File: config.mk
export PLATFORM = sky130hd
export DESIGN_NAME = op_timeline_issuer_flat
export DESIGN_NICKNAME = d
export VERILOG_FILES = /design/src/rtl/op_timeline_issuer_if.sv /design/src/rtl/op_timeline_issuer.sv /design/src/flat_wrapper.sv
export SDC_FILE = /design/constraint.sdc
export NUM_CORES = 1
export LEC_CHECK = 0
export ABC_CLOCK_PERIOD_IN_PS = 5100
export BUFFER_PORTS_ARGS = -buffer_cell sky130_fd_sc_hd__buf_4
export CORE_ASPECT_RATIO = 0.5
export CORE_MARGIN = 2
export CORE_UTILIZATION = 45
export DETAILED_ROUTE_END_ITERATION = 12
export HOLD_SLACK_MARGIN = 0.15
export PLACE_DENSITY = 0.66
export RECOVER_POWER = 50
export SLEW_MARGIN = 20
export SYNTH_ARGS = -nofsm -noshare
export SYNTH_HDL_FRONTEND = slang
export SYNTH_SLANG_ARGS = --single-unit
File: constraint.sdc
create_clock -name clk -period 5.1 [get_ports clk]
set_input_delay 0 -clock clk [delete_from_list [all_inputs] [get_ports clk]]
set_output_delay 0 -clock clk [all_outputs]
set_load 0.02 [all_outputs]
File: src/rtl/op_timeline_issuer_if.sv
`default_nettype none
// +--------------------------------------------------------------------------+
// | op_timeline_issuer_if : instruction-memory read port and timed-FIFO push |
// | port of the op timeline issuer.                                          |
// | Revision: 1.0                                                            |
// +--------------------------------------------------------------------------+
interface op_timeline_issuer_if #(
   parameter int IMEM_AW = 10
);
   logic               o_imem_en;
   logic [IMEM_AW-1:0] o_imem_addr;
   logic [31:0]        i_imem_data;
   logic               i_fifo_full;
   logic [19:0]        o_fifo_time;
   logic [17:0]        o_fifo_op;
   logic               o_fifo_we;

   modport master (
      output o_imem_en, o_imem_addr, o_fifo_time, o_fifo_op, o_fifo_we,
      input  i_imem_data, i_fifo_full
   );

   modport slave (
      input  o_imem_en, o_imem_addr, o_fifo_time, o_fifo_op, o_fifo_we,
      output i_imem_data, i_fifo_full
   );
endinterface
`default_nettype wire

File: src/rtl/op_timeline_issuer.sv
`default_nettype none
// +--------------------------------------------------------------------------+
// | op_timeline_issuer : fetches program words, keeps a 20-bit timeline and  |
// | pushes {time, op} into the timed FIFO. Option: OP_TIMELINE_LATE_DROP_EN. |
// | Revision: 1.0                                                            |
// +--------------------------------------------------------------------------+
module op_timeline_issuer #(
   parameter int          IMEM_AW    = 10,
   parameter logic [19:0] START_LEAD = 20'd64
) (
   input  logic                clk,
   input  logic                reset,
   input  logic                i_start,
   input  logic [IMEM_AW-1:0]  i_base_addr,
   input  logic                i_abort,
   input  logic [19:0]         t_cnt,
   op_timeline_issuer_if.master bus,
   output logic                o_busy,
   output logic                o_done,
   output logic                o_late,
   output logic [15:0]         o_push_cnt
);

   typedef enum logic [1:0] {
      S_IDLE   = 2'd0,
      S_FETCH  = 2'd1,
      S_DECODE = 2'd2,
      S_HOLD   = 2'd3
   } state_t;

   localparam logic [1:0]         OPC_SYNC = 2'b00;
   localparam logic [1:0]         OPC_QOP  = 2'b01;
   localparam logic [1:0]         OPC_WAIT = 2'b10;
   localparam logic [IMEM_AW-1:0] PC_STEP  = 1;

   state_t             state_q, state_d;
   logic [IMEM_AW-1:0] pc_q, pc_d;
   logic [19:0]        tl_q, tl_d;
   logic [19:0]        hold_time_q, hold_time_d;
   logic [17:0]        hold_op_q, hold_op_d;
   logic               late_q, late_d;
   logic [15:0]        cnt_q, cnt_d;

   logic [1:0]  w_opcode;
   logic [19:0] w_d20;
   logic [19:0] w_qop_time;
   logic [19:0] w_cand_time;
   logic [19:0] w_slack;
   logic        w_cand_late;
   logic        w_push;

   assign w_opcode    = bus.i_imem_data[31:30];
   assign w_d20       = bus.i_imem_data[19:0];
   assign w_qop_time  = tl_q + {8'd0, bus.i_imem_data[29:18]};
   assign w_cand_time = (state_q == S_HOLD) ? hold_time_q : w_qop_time;
   // Late when the slack to the current time is zero or negative (mod 2^20).
   assign w_slack     = w_cand_time - t_cnt;
   assign w_cand_late = (w_slack == 20'd0) || w_slack[19];

   always_ff @(posedge clk or posedge reset) begin
      if (reset) begin
         state_q     <= S_IDLE;
         pc_q        <= '0;
         tl_q        <= '0;
         hold_time_q <= '0;
         hold_op_q   <= '0;
         late_q      <= 1'b0;
         cnt_q       <= '0;
      end else begin
         state_q     <= state_d;
         pc_q        <= pc_d;
         tl_q        <= tl_d;
         hold_time_q <= hold_time_d;
         hold_op_q   <= hold_op_d;
         late_q      <= late_d;
         cnt_q       <= cnt_d;
      end
   end

   always_comb begin
      state_d         = state_q;
      pc_d            = pc_q;
      tl_d            = tl_q;
      hold_time_d     = hold_time_q;
      hold_op_d       = hold_op_q;
      late_d          = late_q;
      cnt_d           = cnt_q;
      w_push          = 1'b0;
      bus.o_imem_en   = 1'b0;
      bus.o_imem_addr = '0;
      bus.o_fifo_time = '0;
      bus.o_fifo_op   = '0;
      bus.o_fifo_we   = 1'b0;
      o_done          = 1'b0;

      case (state_q)
         S_IDLE: begin
            if (i_start) begin
               pc_d    = i_base_addr;
               tl_d    = t_cnt + START_LEAD;
               late_d  = 1'b0;
               cnt_d   = '0;
               state_d = S_FETCH;
            end
         end
         S_FETCH: begin
            bus.o_imem_en   = 1'b1;
            bus.o_imem_addr = pc_q;
            pc_d            = pc_q + PC_STEP;
            state_d         = S_DECODE;
         end
         S_DECODE: begin
            case (w_opcode)
               OPC_SYNC: begin
                  tl_d    = t_cnt + w_d20;
                  state_d = S_FETCH;
               end
               OPC_QOP: begin
                  tl_d            = w_qop_time;
                  bus.o_fifo_time = w_qop_time;
                  bus.o_fifo_op   = bus.i_imem_data[17:0];
                  if (bus.i_fifo_full) begin
                     hold_time_d = w_qop_time;
                     hold_op_d   = bus.i_imem_data[17:0];
                     state_d     = S_HOLD;
                  end else begin
                     w_push  = 1'b1;
                     state_d = S_FETCH;
                  end
               end
               OPC_WAIT: begin
                  tl_d    = tl_q + w_d20;
                  state_d = S_FETCH;
               end
               default: begin
                  o_done  = 1'b1;
                  state_d = S_IDLE;
               end
            endcase
         end
         S_HOLD: begin
            bus.o_fifo_time = hold_time_q;
            bus.o_fifo_op   = hold_op_q;
            if (!bus.i_fifo_full) begin
               w_push  = 1'b1;
               state_d = S_FETCH;
            end
         end
         default: state_d = S_IDLE;
      endcase

      if (w_push) begin
         if (w_cand_late) begin
            late_d = 1'b1;
         end
`ifdef OP_TIMELINE_LATE_DROP_EN
         if (!w_cand_late) begin
            bus.o_fifo_we = 1'b1;
            cnt_d         = (cnt_q == 16'hFFFF) ? cnt_q : cnt_q + 16'd1;
         end
`else
         bus.o_fifo_we = 1'b1;
         cnt_d         = (cnt_q == 16'hFFFF) ? cnt_q : cnt_q + 16'd1;
`endif
      end

      // Abort overrides everything: no push, no done, status counters frozen.
      if (i_abort) begin
         state_d         = S_IDLE;
         pc_d            = pc_q;
         tl_d            = tl_q;
         hold_time_d     = hold_time_q;
         hold_op_d       = hold_op_q;
         late_d          = late_q;
         cnt_d           = cnt_q;
         bus.o_imem_en   = 1'b0;
         bus.o_imem_addr = '0;
         bus.o_fifo_we   = 1'b0;
         o_done          = 1'b0;
      end
   end

   assign o_busy     = (state_q != S_IDLE);
   assign o_late     = late_q;
   assign o_push_cnt = cnt_q;

endmodule
`default_nettype wire
File: src/flat_wrapper.sv
// flat-port wrapper written by rule: the top's interface ports become plain ports
module op_timeline_issuer_flat 
#(
   parameter int          IMEM_AW    = 10,
   parameter logic [19:0] START_LEAD = 20'd64
)
  (clk, reset, i_start, i_base_addr, i_abort, t_cnt, o_busy, o_done, o_late, o_push_cnt, bus_o_imem_en, bus_o_imem_addr, bus_o_fifo_time, bus_o_fifo_op, bus_o_fifo_we, bus_i_imem_data, bus_i_fifo_full);
  op_timeline_issuer_if #(.IMEM_AW(IMEM_AW)) bus_i ();
  input  logic clk;
  input  logic reset;
  input  logic i_start;
  input  logic [IMEM_AW-1:0] i_base_addr;
  input  logic i_abort;
  input  logic [19:0] t_cnt;
  output logic o_busy;
  output logic o_done;
  output logic o_late;
  output logic [15:0] o_push_cnt;
  output wire logic [$bits(bus_i.o_imem_en)-1:0] bus_o_imem_en;
  output wire logic [$bits(bus_i.o_imem_addr)-1:0] bus_o_imem_addr;
  output wire logic [$bits(bus_i.o_fifo_time)-1:0] bus_o_fifo_time;
  output wire logic [$bits(bus_i.o_fifo_op)-1:0] bus_o_fifo_op;
  output wire logic [$bits(bus_i.o_fifo_we)-1:0] bus_o_fifo_we;
  input wire logic [$bits(bus_i.i_imem_data)-1:0] bus_i_imem_data;
  input wire logic [$bits(bus_i.i_fifo_full)-1:0] bus_i_fifo_full;
  assign bus_o_imem_en = bus_i.o_imem_en;
  assign bus_o_imem_addr = bus_i.o_imem_addr;
  assign bus_o_fifo_time = bus_i.o_fifo_time;
  assign bus_o_fifo_op = bus_i.o_fifo_op;
  assign bus_o_fifo_we = bus_i.o_fifo_we;
  assign bus_i.i_imem_data = bus_i_imem_data;
  assign bus_i.i_fifo_full = bus_i_fifo_full;
  op_timeline_issuer #(.IMEM_AW(IMEM_AW), .START_LEAD(START_LEAD)) u_core (.clk(clk), .reset(reset), .i_start(i_start), .i_base_addr(i_base_addr), .i_abort(i_abort), .t_cnt(t_cnt), .bus(bus_i), .o_busy(o_busy), .o_done(o_done), .o_late(o_late), .o_push_cnt(o_push_cnt));
endmodule
# ---- Yosys cells after proc, flatten, opt, wreduce, memory -nomap -nowiden
# Cells that the tools add are included.
dict set report op_classes {
  n_addsub 7
  mul 0
  div_mod_pow 0
  n_lt_le_gt_ge 0
  eq_ne 11
  n_shift 0
  mux 36
  bitwise 1
  n_reduce_logical 16
}
# operator n
set ops {}
lappend ops {{one-hot mux 20 bit (2 select lines)} 2}
lappend ops {{2-to-1 mux 16 bit} 4}
lappend ops {{2-to-1 mux 20 bit} 3}
lappend ops {{one-hot mux 20 bit (3 select lines)} 1}
lappend ops {{adder 20 bit} 2}
lappend ops {{one-hot mux 18 bit (2 select lines)} 1}
lappend ops {{2-to-1 mux 10 bit} 3}
lappend ops {{adder 20 x 12 -> 20 bit} 1}
lappend ops {{adder 20 x 7 -> 20 bit, second input constant} 1}
lappend ops {{zero test 20 bit} 1}
lappend ops {{one-hot mux 10 bit (2 select lines)} 1}
lappend ops {{subtractor 20 bit} 1}
lappend ops {{2-to-1 mux 18 bit} 1}
lappend ops {{adder 16 x 1 -> 16 bit, second input constant} 1}
lappend ops {{== test 16 bit, second input constant} 1}
lappend ops {{2-to-1 mux 1 bit} 13}
lappend ops {{AND reduction 4 bit} 3}
lappend ops {{adder 10 x 1 -> 10 bit, second input constant} 1}
lappend ops {{nonzero test 2 bit} 5}
lappend ops {{2-to-1 mux 2 bit} 4}
lappend ops {{one-hot mux 2 bit (4 select lines)} 1}
lappend ops {{== test 2 bit, second input constant} 3}
lappend ops {{!= test 3 bit, second input constant} 2}
lappend ops {{== test 2 x 1 -> 1 bit, second input constant} 2}
lappend ops {{11 further kinds} 13}
dict set report word_totals {
  register_bits 87
  latch_bits 0
  ram_bits 0
  mem_bits_ro 0
  inputBits 67
  out_inout_bits 69
  wordCells 78
  mem_count 0
}

# ---- Logic depth before layout (Yosys ltp)
# Gate-level depths: netlist (run 1).
dict set report depth {
  depth_word 7
  ltp_mapped 20
  mapped_depth_nobuf 19
}

# ---- Worst setup path before layout (run 1)
# No wires, ideal clock.
dict set report synth_timing {
  path_kind {reg2reg}
  start {register u_core.tl_q[0]}
  end {register u_core.late_q, in the netlist u_core.o_late}
  setup_ns 0.131
  arrival_ns 4.310
  required_time_ns 4.969
  path_slack_ns 0.659
  path_stages_with_launch 19
  n_path_buf 0
  synth_period_minus_slack_ns 4.441
  cell_sequence {dfrtp_1 ha_1 fa_1 a21o_1 a21oi_1 o21ai_0 a31o_2 a21oi_1 xor2_1 o21ai_0 ha_1 a21oi_1 o211ai_1 a221o_1 a221oi_1 o21ai_0 and2_1 a2111oi_2 nand2_1}
}
dict set report synth_via {
  elab_chain_len 7
}
# item line_no
set synth_lines {}
lappend synth_lines {{start: declaration} op_timeline_issuer.sv:38} ;# logic [19:0] tl_q, tl_d;
lappend synth_lines {{start signal: assignment} op_timeline_issuer.sv:72} ;# tl_q <= tl_d;
lappend synth_lines {{adder 20 x 12 -> 20 bit *} op_timeline_issuer.sv:54} ;# assign w_qop_time = tl_q + {8'd0, bus.i_imem_data[29:18]};
lappend synth_lines {{2-to-1 mux 20 bit *} op_timeline_issuer.sv:55} ;# assign w_cand_time = (state_q == S_HOLD) ? hold_time_q : w_qop_time;
lappend synth_lines {{subtractor 20 bit *} op_timeline_issuer.sv:57} ;# assign w_slack = w_cand_time - t_cnt;
lappend synth_lines {{zero test 20 bit} op_timeline_issuer.sv:58} ;# assign w_cand_late = (w_slack == 20'd0) || w_slack[19];
lappend synth_lines {{logical OR 1 bit *} op_timeline_issuer.sv:58}
lappend synth_lines {{2-to-1 mux 1 bit *} op_timeline_issuer.sv:153} ;# if (w_cand_late) begin
lappend synth_lines {{2-to-1 mux 1 bit *} op_timeline_issuer.sv:152} ;# if (w_push) begin
lappend synth_lines {{end signal: assignment} op_timeline_issuer.sv:75} ;# late_q <= late_d;
lappend synth_lines {{end: declaration} op_timeline_issuer.sv:41} ;# logic late_q, late_d;
# Every way passes the cells marked *; elsewhere a longest branch is shown, timed or not.
# A chain may end at the register's enable or synchronous reset.

# ---- Worst setup path in the final report (run 1)
# Same ends and word-level chain as after synthesis.

==> reports/metrics.cfg, run 1 <==
[cts]
cts_tree=yes
path_clk_slew_ps=70
cts_buffers=9
cts.sinks=87
cts_max_path_buffers=2
ctsHtreeMaxLevel=3
cts-root-buf=clkbuf_16
clk_latency_ps=360

[timing]
layout_setup_ws_ps=370
hold_violations=0
worst_slew_pin_slew_ps=2580
setup_viol=0
maxSlewViolCount=122
max_freq_mhz=211
period_share=0.928
fin_skew_ps=8.84
rsz0062_at_grt=no
maxSlewHeadroom=-0.719
tns_ps=0
finalCriticalPeriod_ps=4730

[die]
core_area_sq_um=17500
die_width_um=194
fp-row-count=34
start_util=0.464
dieArea_sq_um=19200
die_y_um=99.0
boundaryPins=136

[hold_path]
hp-start=t_cnt[10]
hold_depth=6
hp-class=in2reg

[layout]
fillers=1655
drive_gt1_frac=0.157
layout_common_cells=nand2_1, buf_4, o21ai_0, dfrtp_1, a21oi_1
final_common_cell=nand2_1
postLayoutCoreUtil=0.573
final_nets=1331
diodes=0
area_delta_synth_final_pct=23.6

[placement]
dp_slack_ps=185
gp_congestion=0.947
dp_hpwl_mm=21.5
numPortBuffers=135

[worst_setup_path]
worst-endpoint-required_ps=5390
worstSetupStartpoint=u_core.tl_q[0]
crit_path_end_kind=register
critical_path_class=reg2reg
arrival_ps=5020
rr_worst_depth=19
timing.rr.start=u_core.tl_q[0]
worst-path-max-fanout=6
crit_path_start_kind=register

[yosys]
syn_nets=1171
netlist_area_sq_um=8120
seq_area_frac_synth=0.268
ys_ff_latch=87
synth_cell_type_count=70
async_reset_ff_frac=1.00
synth_edf_count=0
synthCells=1044
synth.avg_cell_area_sq_um=7.78
ys.warnings.count=0
ys.flop_type=dfrtp_1

[route]
ant_nets=0
routed_via_density=5.98
first_pass_iters=5
wl_per_cell_um=19.9
drc=0
totalWireLength_mm=28.8
routed-via-count=8631
drt-initial-drc-count=837

[outcome]
status=finished with violations
violations=max-capacitance violations, max-slew violations

[global_routing]
grt_pass1_vias=7921
antenna_found_initial=0
grt_max_degree=47
track_usage=0.298
gr-total-overflow=0
grt_pass1_wl_mm=44.6

[power]
p_leak_nw=4.67
ir_drop_mv=0.208
p_per_area_nw_per_um2=401

[job]
maxCapViolCount=3

## cells by family after synthesis
group / share of synthesized area
simple gates: 0.212
mux: 0.0576
buf+inv: 0.0510
xor+xnor: 0.0507
flops: 0.268
compound gates: 0.266
fa+ha+maj: 0.0952
## critical path: stages, from the launching register on
cell	delay (ps)
dfrtp_1	400
ha_1	260
fa_1	420
a21o_1	200
a21oi_2	190
o21ai_1	150
a31o_2	270
a21oi_1	170
xor2_1	270
o21ai_0	130
ha_1	360
buf_4	180
nor3b_1	130
a2111oi_0	360
nand4_1	160
nor4b_1	320
nand4_1	140
nor4_1	300
o2111ai_1	160
nand2_1	80
## stage by stage
step	std cells	power (mW)	hold slack (ps)	cell area, sq um
2_1_floorplan	1044	2.51	96.6	8120
3_3_place_gp	1382	3.16	187	9400
3_5_place_dp	1382	3.18	185	9400
4_1_cts	1441	3.96	151	10100
5_1_grt	1443	4.32	198	10000
6_report	1443	4.03	170	10000
## synth_stat cells, types with 4 or more instances
cell	n	area [sq um]
nor2b_1	7	43.8
o31ai_1	6	45.0
o2111ai_1	5	43.8
mux2i_1	13	130
and3_1	22	138
and2_1	13	81.3
o211ai_1	7	52.6
ha_1	57	713
o21a_1	5	37.5
buf_1	6	22.5
o21ai_0	120	601
a21oi_1	72	360
nand2_1	172	646
or3_1	4	25.0
xnor2_1	28	245
nor3_1	14	70.1
xor2_1	19	166
mux2_2	30	338
o21bai_1	5	37.5
a211oi_1	8	60.1
inv_1	59	221
a22o_1	25	219
buf_2	4	20.0
nand3_1	29	145
nand4_1	14	87.6
a31oi_1	12	75.1
a221oi_1	4	35.0
nand2b_1	13	81.3
a21o_1	18	135
o22ai_1	6	37.5
nor2_1	45	169
dfrtp_1	87	2180
and4_1	6	52.6
clkbuf_1	40	150
nor4_1	8	50.1
## state kept, by name, summed over array words and instances (netlist names)
register and cells:
u_core.o_push_cnt 16, u_core.o_late 1, u_core.hold_op_q 18, u_core.pc_q 10, u_core.state_q 2, u_core.hold_time_q 20
u_core.tl_q 20
## per-layer routing
layer,track usage,up-vias,part of all wire
met1,0.441,4175,0.49
met2,0.434,326,0.42
li1,-,4106,-
met3,0.0821,24,0.087
met5,0,-,0
met4,0.0594,0,0.011
## final cells by class
| cell class | count | area (sq um) | area share |
|---|---|---|---|
| clock buffer | 10 | 239 | 0.0238 |
| clock inverter | 6 | 73.8 | 0.00735 |
| inverter | 59 | 223 | 0.0222 |
| multi-input combinational | 848 | 5560 | 0.553 |
| sequential | 87 | 2180 | 0.217 |
| tap | 234 | 293 | 0.0291 |
| timing repair buffer | 199 | 1480 | 0.147 |
## path summary, 6_finish.rpt
check / end / slack, ps
min: u_core.tl_q[11] / 170
max in group asynchronous: u_core.hold_time_q[15] / 1200
min in group asynchronous: u_core.hold_op_q[1] / 730
min reg2reg: u_core.hold_op_q[3] / 480
max: u_core.o_late / 370
max reg2reg: u_core.o_late / 370
## report_power, final
group          internal (mW)  total, mW  leakage, nW  switching (mW)
clock                  0.401      0.727        0.148           0.326
sequential             0.811      0.953         1.14           0.141
combinational          0.964       2.35         3.39            1.38
total                   2.18       4.03         4.67            1.85
## timing repair
| action | 4_1_cts | 5_1_grt |
|---|---|---|
| endpoints found under the hold margin | 91 | 0 |
| buffers inserted | 0 | 2 |
| hold buffers | 43 | 0 |
| gates resized for setup | 0 | 4 |
| setup endpoints to repair | 0 | 1 |
Note: power is estimated with default switching activity, not from simulation.
==> inputs of run 2 (changes only) <==
Settings changed: ABC_CLOCK_PERIOD_IN_PS 5100 to not set, PLACE_DENSITY 0.66 to not set, PLACE_DENSITY_LB_ADDON set to 0.3, SLEW_MARGIN 20 to 25.
==> reports/metrics.cfg, run 2 (synthesized netlist as in run 1, its figures left out) <==
[outcome]
status=finished with violations
violations=max-capacitance violations, max-slew violations

[die]
die_width_um=194
start_util=0.464
core_area_sq_um=17500
dieArea_sq_um=19200
die_y_um=99.0
fp-row-count=34
boundaryPins=136

[placement]
dp.cells=1382
placed_area_sq_um=9400
numPortBuffers=135
dp_hpwl_mm=21.5
dp_slack_ps=120
gp_congestion=0.929

[power]
p_int_mw=2.21
power_frac_clock=0.188
power_frac_seq=0.234
p_leak_nw=4.72
finalPower_mw=4.08
switching_share=0.458
p_switching_mw=1.87
power_frac_comb=0.578
p_per_area_nw_per_um2=403
ir_drop_mv=0.212

[global_routing]
grt_max_degree=47
grt_pass1_wl_mm=45.8
track_usage=0.303
grtUsageMet3=0.0633
gr-total-overflow=0
grt_pass1_vias=8320
grt_busiest_layer=met2
grt_util_met2=0.459
met1_usage=0.446
antenna_found_initial=0

[hold_path]
hp-class=in2reg
hp-start=bus_i_imem_data[19]
hold_depth=4
holdPathEnd=u_core.hold_time_q[1]

[worst_setup_path]
path_delay_family=compound AO/OA/AOI/OAI gates
path_buf_inv=0
timing.rr.start=u_core.tl_q[0]
reg2reg_slack_ps=340
arrival_ps=4990
rr_worst_depth=18
worst-path-max-fanout=4
critical_path.cell_chain=ha_1 > fa_1 > a21o_1 > a21oi_4 > o21ai_1 > a31o_2 > a21oi_1 > xor2_1 > o21ai_1 > ha_1 > a21oi_2 > o211ai_1 > a221o_1 > a221oi_2 > o21ai_0 > and2_1 > a2111oi_2 > nand2_1
critical_path_class=reg2reg
crit_path_start_kind=register
reg2reg_to=u_core.o_late
crit_path_end_kind=register
critPathMaxStageDelay_ps=420
worst-endpoint-required_ps=5330
worst_path_max_delay_cell=fa_1

[layout]
postLayoutCoreUtil=0.577
post-route-cell-area_sq_um=10100
diodes=0
layout_common_cells=nand2_1, buf_4, o21ai_0, dfrtp_1, a21oi_1
area_delta_synth_final_pct=24.5
final_nets=1332
top_regs=u_core.hold_time_q x20, u_core.tl_q x20, u_core.hold_op_q x18
fillers=1672
regArea_sq_um=2180
final_cell_count_no_fill=1444
final_common_cell=nand2_1
multiInputGateArea_sq_um=5570
drive_gt1_frac=0.164

[route]
routed-via-count=8675
drc=0
routed_via_density=6.01
wl_per_cell_um=20.0
ant_nets=0
first_pass_iters=5
totalWireLength_mm=28.8
drt-initial-drc-count=778

[timing]
period_share=0.934
setup_viol=0
max_freq_mhz=210
worst_slew_pin_slew_ps=2420
layout_setup_ws_ps=337
tns_ps=0
maxSlewHeadroom=-0.613
maxSlewViolCount=90
whs_ps=180
finalCriticalPeriod_ps=4760
hold_violations=0
fin_skew_ps=9.49

[cts]
cts.sinks=87
cts_buffers=9
clk_latency_ps=360
ctsHtreeMaxLevel=3
cts_max_path_buffers=2
path_clk_slew_ps=70
cts-root-buf=clkbuf_16
cts_tree=yes

[job]
maxCapViolCount=2

-- run 2: timing repair --
action | CTS | global route
gates resized for setup | 0 | 7
buffers inserted | 0 | 1
hold endpoints to repair | 88 | 0
hold buffers | 45 | 0
endpoints found under the setup margin | 0 | 1
-- run 2: routing by layer --
layer,share of wire,up-vias,wire (um)
li1,-,4112,-
met1,0.48,4157,13900
met2,0.42,370,12200
met3,0.084,36,2420
met4,0.014,0,391
met5,0,-,0
-- run 2: cell type report --
type | instances | area share
clock buffers | 9 | 0.0223
clock inverters | 7 | 0.0101
inverters | 59 | 0.0220
multi-input cells | 848 | 0.551
flip-flops and latches | 87 | 0.215
well taps | 234 | 0.0289
repair buffers | 200 | 0.151
-- run 2: power groups by stage --
stage          logic, mW  clock network (mW)  registers, mW
2_1_floorplan       1.61                   0          0.903
3_3_place_gp        2.21                   0          0.952
3_5_place_dp        2.23                   0          0.960
4_1_cts             2.28               0.779          0.947
5_1_grt             2.58               0.806          0.971
6_report            2.36               0.765          0.954
-- run 2: worst max-delay path by stage --
stage	startpoint	to	slack, ps	depth (start not counted)
after floorplan	u_core.tl_q[0]	u_core.o_late	660	18
after global placement	u_core.tl_q[0]	u_core.o_late	230	18
after detailed placement	u_core.tl_q[0]	u_core.o_late	120	18
after CTS	u_core.tl_q[0]	u_core.o_late	110	18
after global routing	u_core.tl_q[0]	u_core.o_late	-4	18
final	u_core.tl_q[0]	u_core.o_late	340	18
-- run 2: worst register-to-register path: stages (launching register included) --
cell	delay [ps]
dfrtp_1	410
ha_1	260
fa_1	420
a21o_1	230
a21oi_4	180
o21ai_1	140
a31o_2	270
a21oi_1	160
xor2_1	320
o21ai_1	120
ha_1	380
a21oi_2	200
o211ai_1	120
a221o_1	360
a221oi_2	320
o21ai_0	130
and2_1	180
a2111oi_2	370
nand2_1	90
==> inputs of run 3 (changes only) <==
Settings changed: ABC_AREA set to 1.
==> reports/metrics.cfg, run 3 <==
[timing]
worst_slew_pin_slew_ps=2260
hold_violations=0
setup_viol=0
fin_skew_ps=9.13
maxSlewViolCount=103
tns_ps=0
layout_setup_ws_ps=636
period_share=0.875
max_freq_mhz=224
maxSlewHeadroom=-0.504
rsz0062_at_grt=no
whs_ps=178
finalCriticalPeriod_ps=4460

[global_routing]
grt_pass1_wl_mm=45.0
gr-total-overflow=0
track_usage=0.293
grt_pass1_vias=8814
grt_max_degree=63
antenna_found_initial=0

[yosys]
yosysTopAreaCellShare=0.263
ys.warnings.count=0
yosysMostFrequentCell=nand2_1
ys_top_cells_by_area=dfrtp_1, nand2_1, inv_1
ys.flop_type=dfrtp_1
synth.avg_cell_area_sq_um=6.40
synth_common_cells=nand2_1, inv_1, o21ai_0
ys_ff_latch=87
netlist_area_sq_um=8270
synth_edf_count=0
synth_top_area_cell=dfrtp_1
seq_area_frac_synth=0.263
synth_cell_type_count=57
async_reset_ff_frac=1.00
synthCells=1292
syn_nets=1419

[placement]
gp_congestion=0.930
dp_hpwl_mm=21.6
dp_slack_ps=1380
numPortBuffers=135

[route]
ant_nets=0
routed_via_density=5.49
drc=0
drt-initial-drc-count=809
wl_per_cell_um=16.6
totalWireLength_mm=28.1
routed-via-count=9305
first_pass_iters=5

[worst_setup_path]
critPathMaxStageDelay_ps=1620
critical_path.cell_chain=inv_1 > ha_1 > inv_1 > nor2_4 > clkbuf_1 > o21ai_4 > nor2_1 > dlygate4sd3_1 > nand2_1 > nand2_1 > dlygate4sd3_1
worst-endpoint-required_ps=5390
path_buf_inv=5
arrival_ps=4750
critical_path_class=reg2reg
path_delay_family=buffers and inverters
crit_path_end_kind=register
worst_path_max_delay_cell=clkbuf_1
worst-path-max-fanout=39
crit_path_start_kind=register

[layout]
fillers=1775
final_common_cell=nand2_1
top_regs=u_core.hold_time_q x20, u_core.tl_q x20, u_core.hold_op_q x18
drive_gt1_frac=0.119
multiInputGateArea_sq_um=5170
layout_common_cells=nand2_1, inv_1, o21ai_0, buf_4, nor2_1
area_delta_synth_final_pct=22.4
diodes=0
regArea_sq_um=2180
postLayoutCoreUtil=0.572
final_nets=1583

[die]
core_area_sq_um=17700
die_y_um=99.8
die_width_um=196
fp-row-count=34
boundaryPins=136
start_util=0.467
dieArea_sq_um=19500

[cts]
path_clk_slew_ps=70
ctsHoldBuffers=43
cts-resized-gates=0
cts_tree=yes
ctsHtreeMaxLevel=3
cts_max_path_buffers=2
post-cts-setup-buffer-count=0
cts.sinks=87
cts-root-buf=clkbuf_16
cts_buffers=9
clk_latency_ps=360

[outcome]
status=finished with violations
violations=max-capacitance violations, max-slew violations

[power]
ir_drop_mv=0.234
p_leak_nw=5.22
p_per_area_nw_per_um2=481

[hold_path]
hp-class=in2reg

[job]
maxCapViolCount=2

[run 3: changes by cell type after synthesis, moves of 20 or more]
cell      previous run  this run
a22o_1              25         0
and3_1              22         0
clkbuf_1            40        20
inv_1               59       195
mux2_2              30         1
nand2_1            172       330
nand3_1             29        87
nor2_1              45       107
o21ai_1              1        21
xnor2_1             28         4
[run 3: kinds of logic (layout without fill, tap and decap cells)]
group                    Yosys count  count (layout)  share of synthesized area
adder cells (fa/ha/maj)           60              60                     0.0935
buffers and inverters            242             411                      0.112
AO/OA/AOI/OAI                    297             297                      0.204
multiplexers                       1               1                    0.00136
XOR/XNOR                          20              20                     0.0212
AND/OR/NAND/NOR                  585             585                      0.305
flip-flops                        87              87                      0.263
[run 3: final timing paths]
kind / start / end / slack (ps) / cells past startpoint
setup / recovery: u_core.state_q[0] / u_core.o_late / 640 / 11
hold / removal: t_cnt[14] / u_core.tl_q[14] / 180 / 6
setup reg to reg: u_core.state_q[0] / u_core.o_late / 640 / 11
hold reg to reg: u_core.hold_time_q[15] / u_core.hold_time_q[15] / 490 / 2
max in group asynchronous: reset / u_core.hold_op_q[0] / 2360 / 4
min in group asynchronous: reset / u_core.pc_q[0] / 480 / 3
[run 3: worst register-to-register path, stage by stage, from the launching register on]
cell and delay, ps:
dfrtp_1 400, inv_1 120, ha_1 190, inv_1 340, nor2_4 200, clkbuf_1 1620
o21ai_4 100, nor2_1 210, dlygate4sd3_1 580, nand2_1 50, nand2_1 50, dlygate4sd3_1 540
[run 3: power breakdown]
group	total (mW)	internal (mW)	switching, mW
logic	3.13	1.10	2.03
registers	1.05	0.902	0.150
clock network	0.687	0.394	0.294
[run 3: final cells by class]
type,count,share of cell area
multi-input cells,963,0.511
flip-flops and latches,87,0.215
inverters,208,0.0773
well taps,234,0.0289
repair buffers,187,0.139
clock buffers,13,0.0247
clock inverters,3,0.00420
[run 3: per-stage QoR]
| stage | instances | total power [mW] | area, sq um |
|---|---|---|---|
| floorplan | 1292 | 3.34 | 8270 |
| global placement | 1636 | 4.07 | 9510 |
| detailed placement | 1636 | 4.10 | 9510 |
| CTS | 1695 | 4.84 | 10200 |
| global route | 1695 | 5.38 | 10100 |
| finish | 1695 | 4.87 | 10100 |
[run 3: layer usage]
metal  up-vias  GRT usage  routed length (um)  share of wire
met5         -          0                   0              0
met1      4332      0.416               13500           0.48
met4         0     0.0524                 299          0.011
met2       374      0.463               11900           0.42
li1       4573          -                   -              -
met3        26     0.0665                2380          0.085
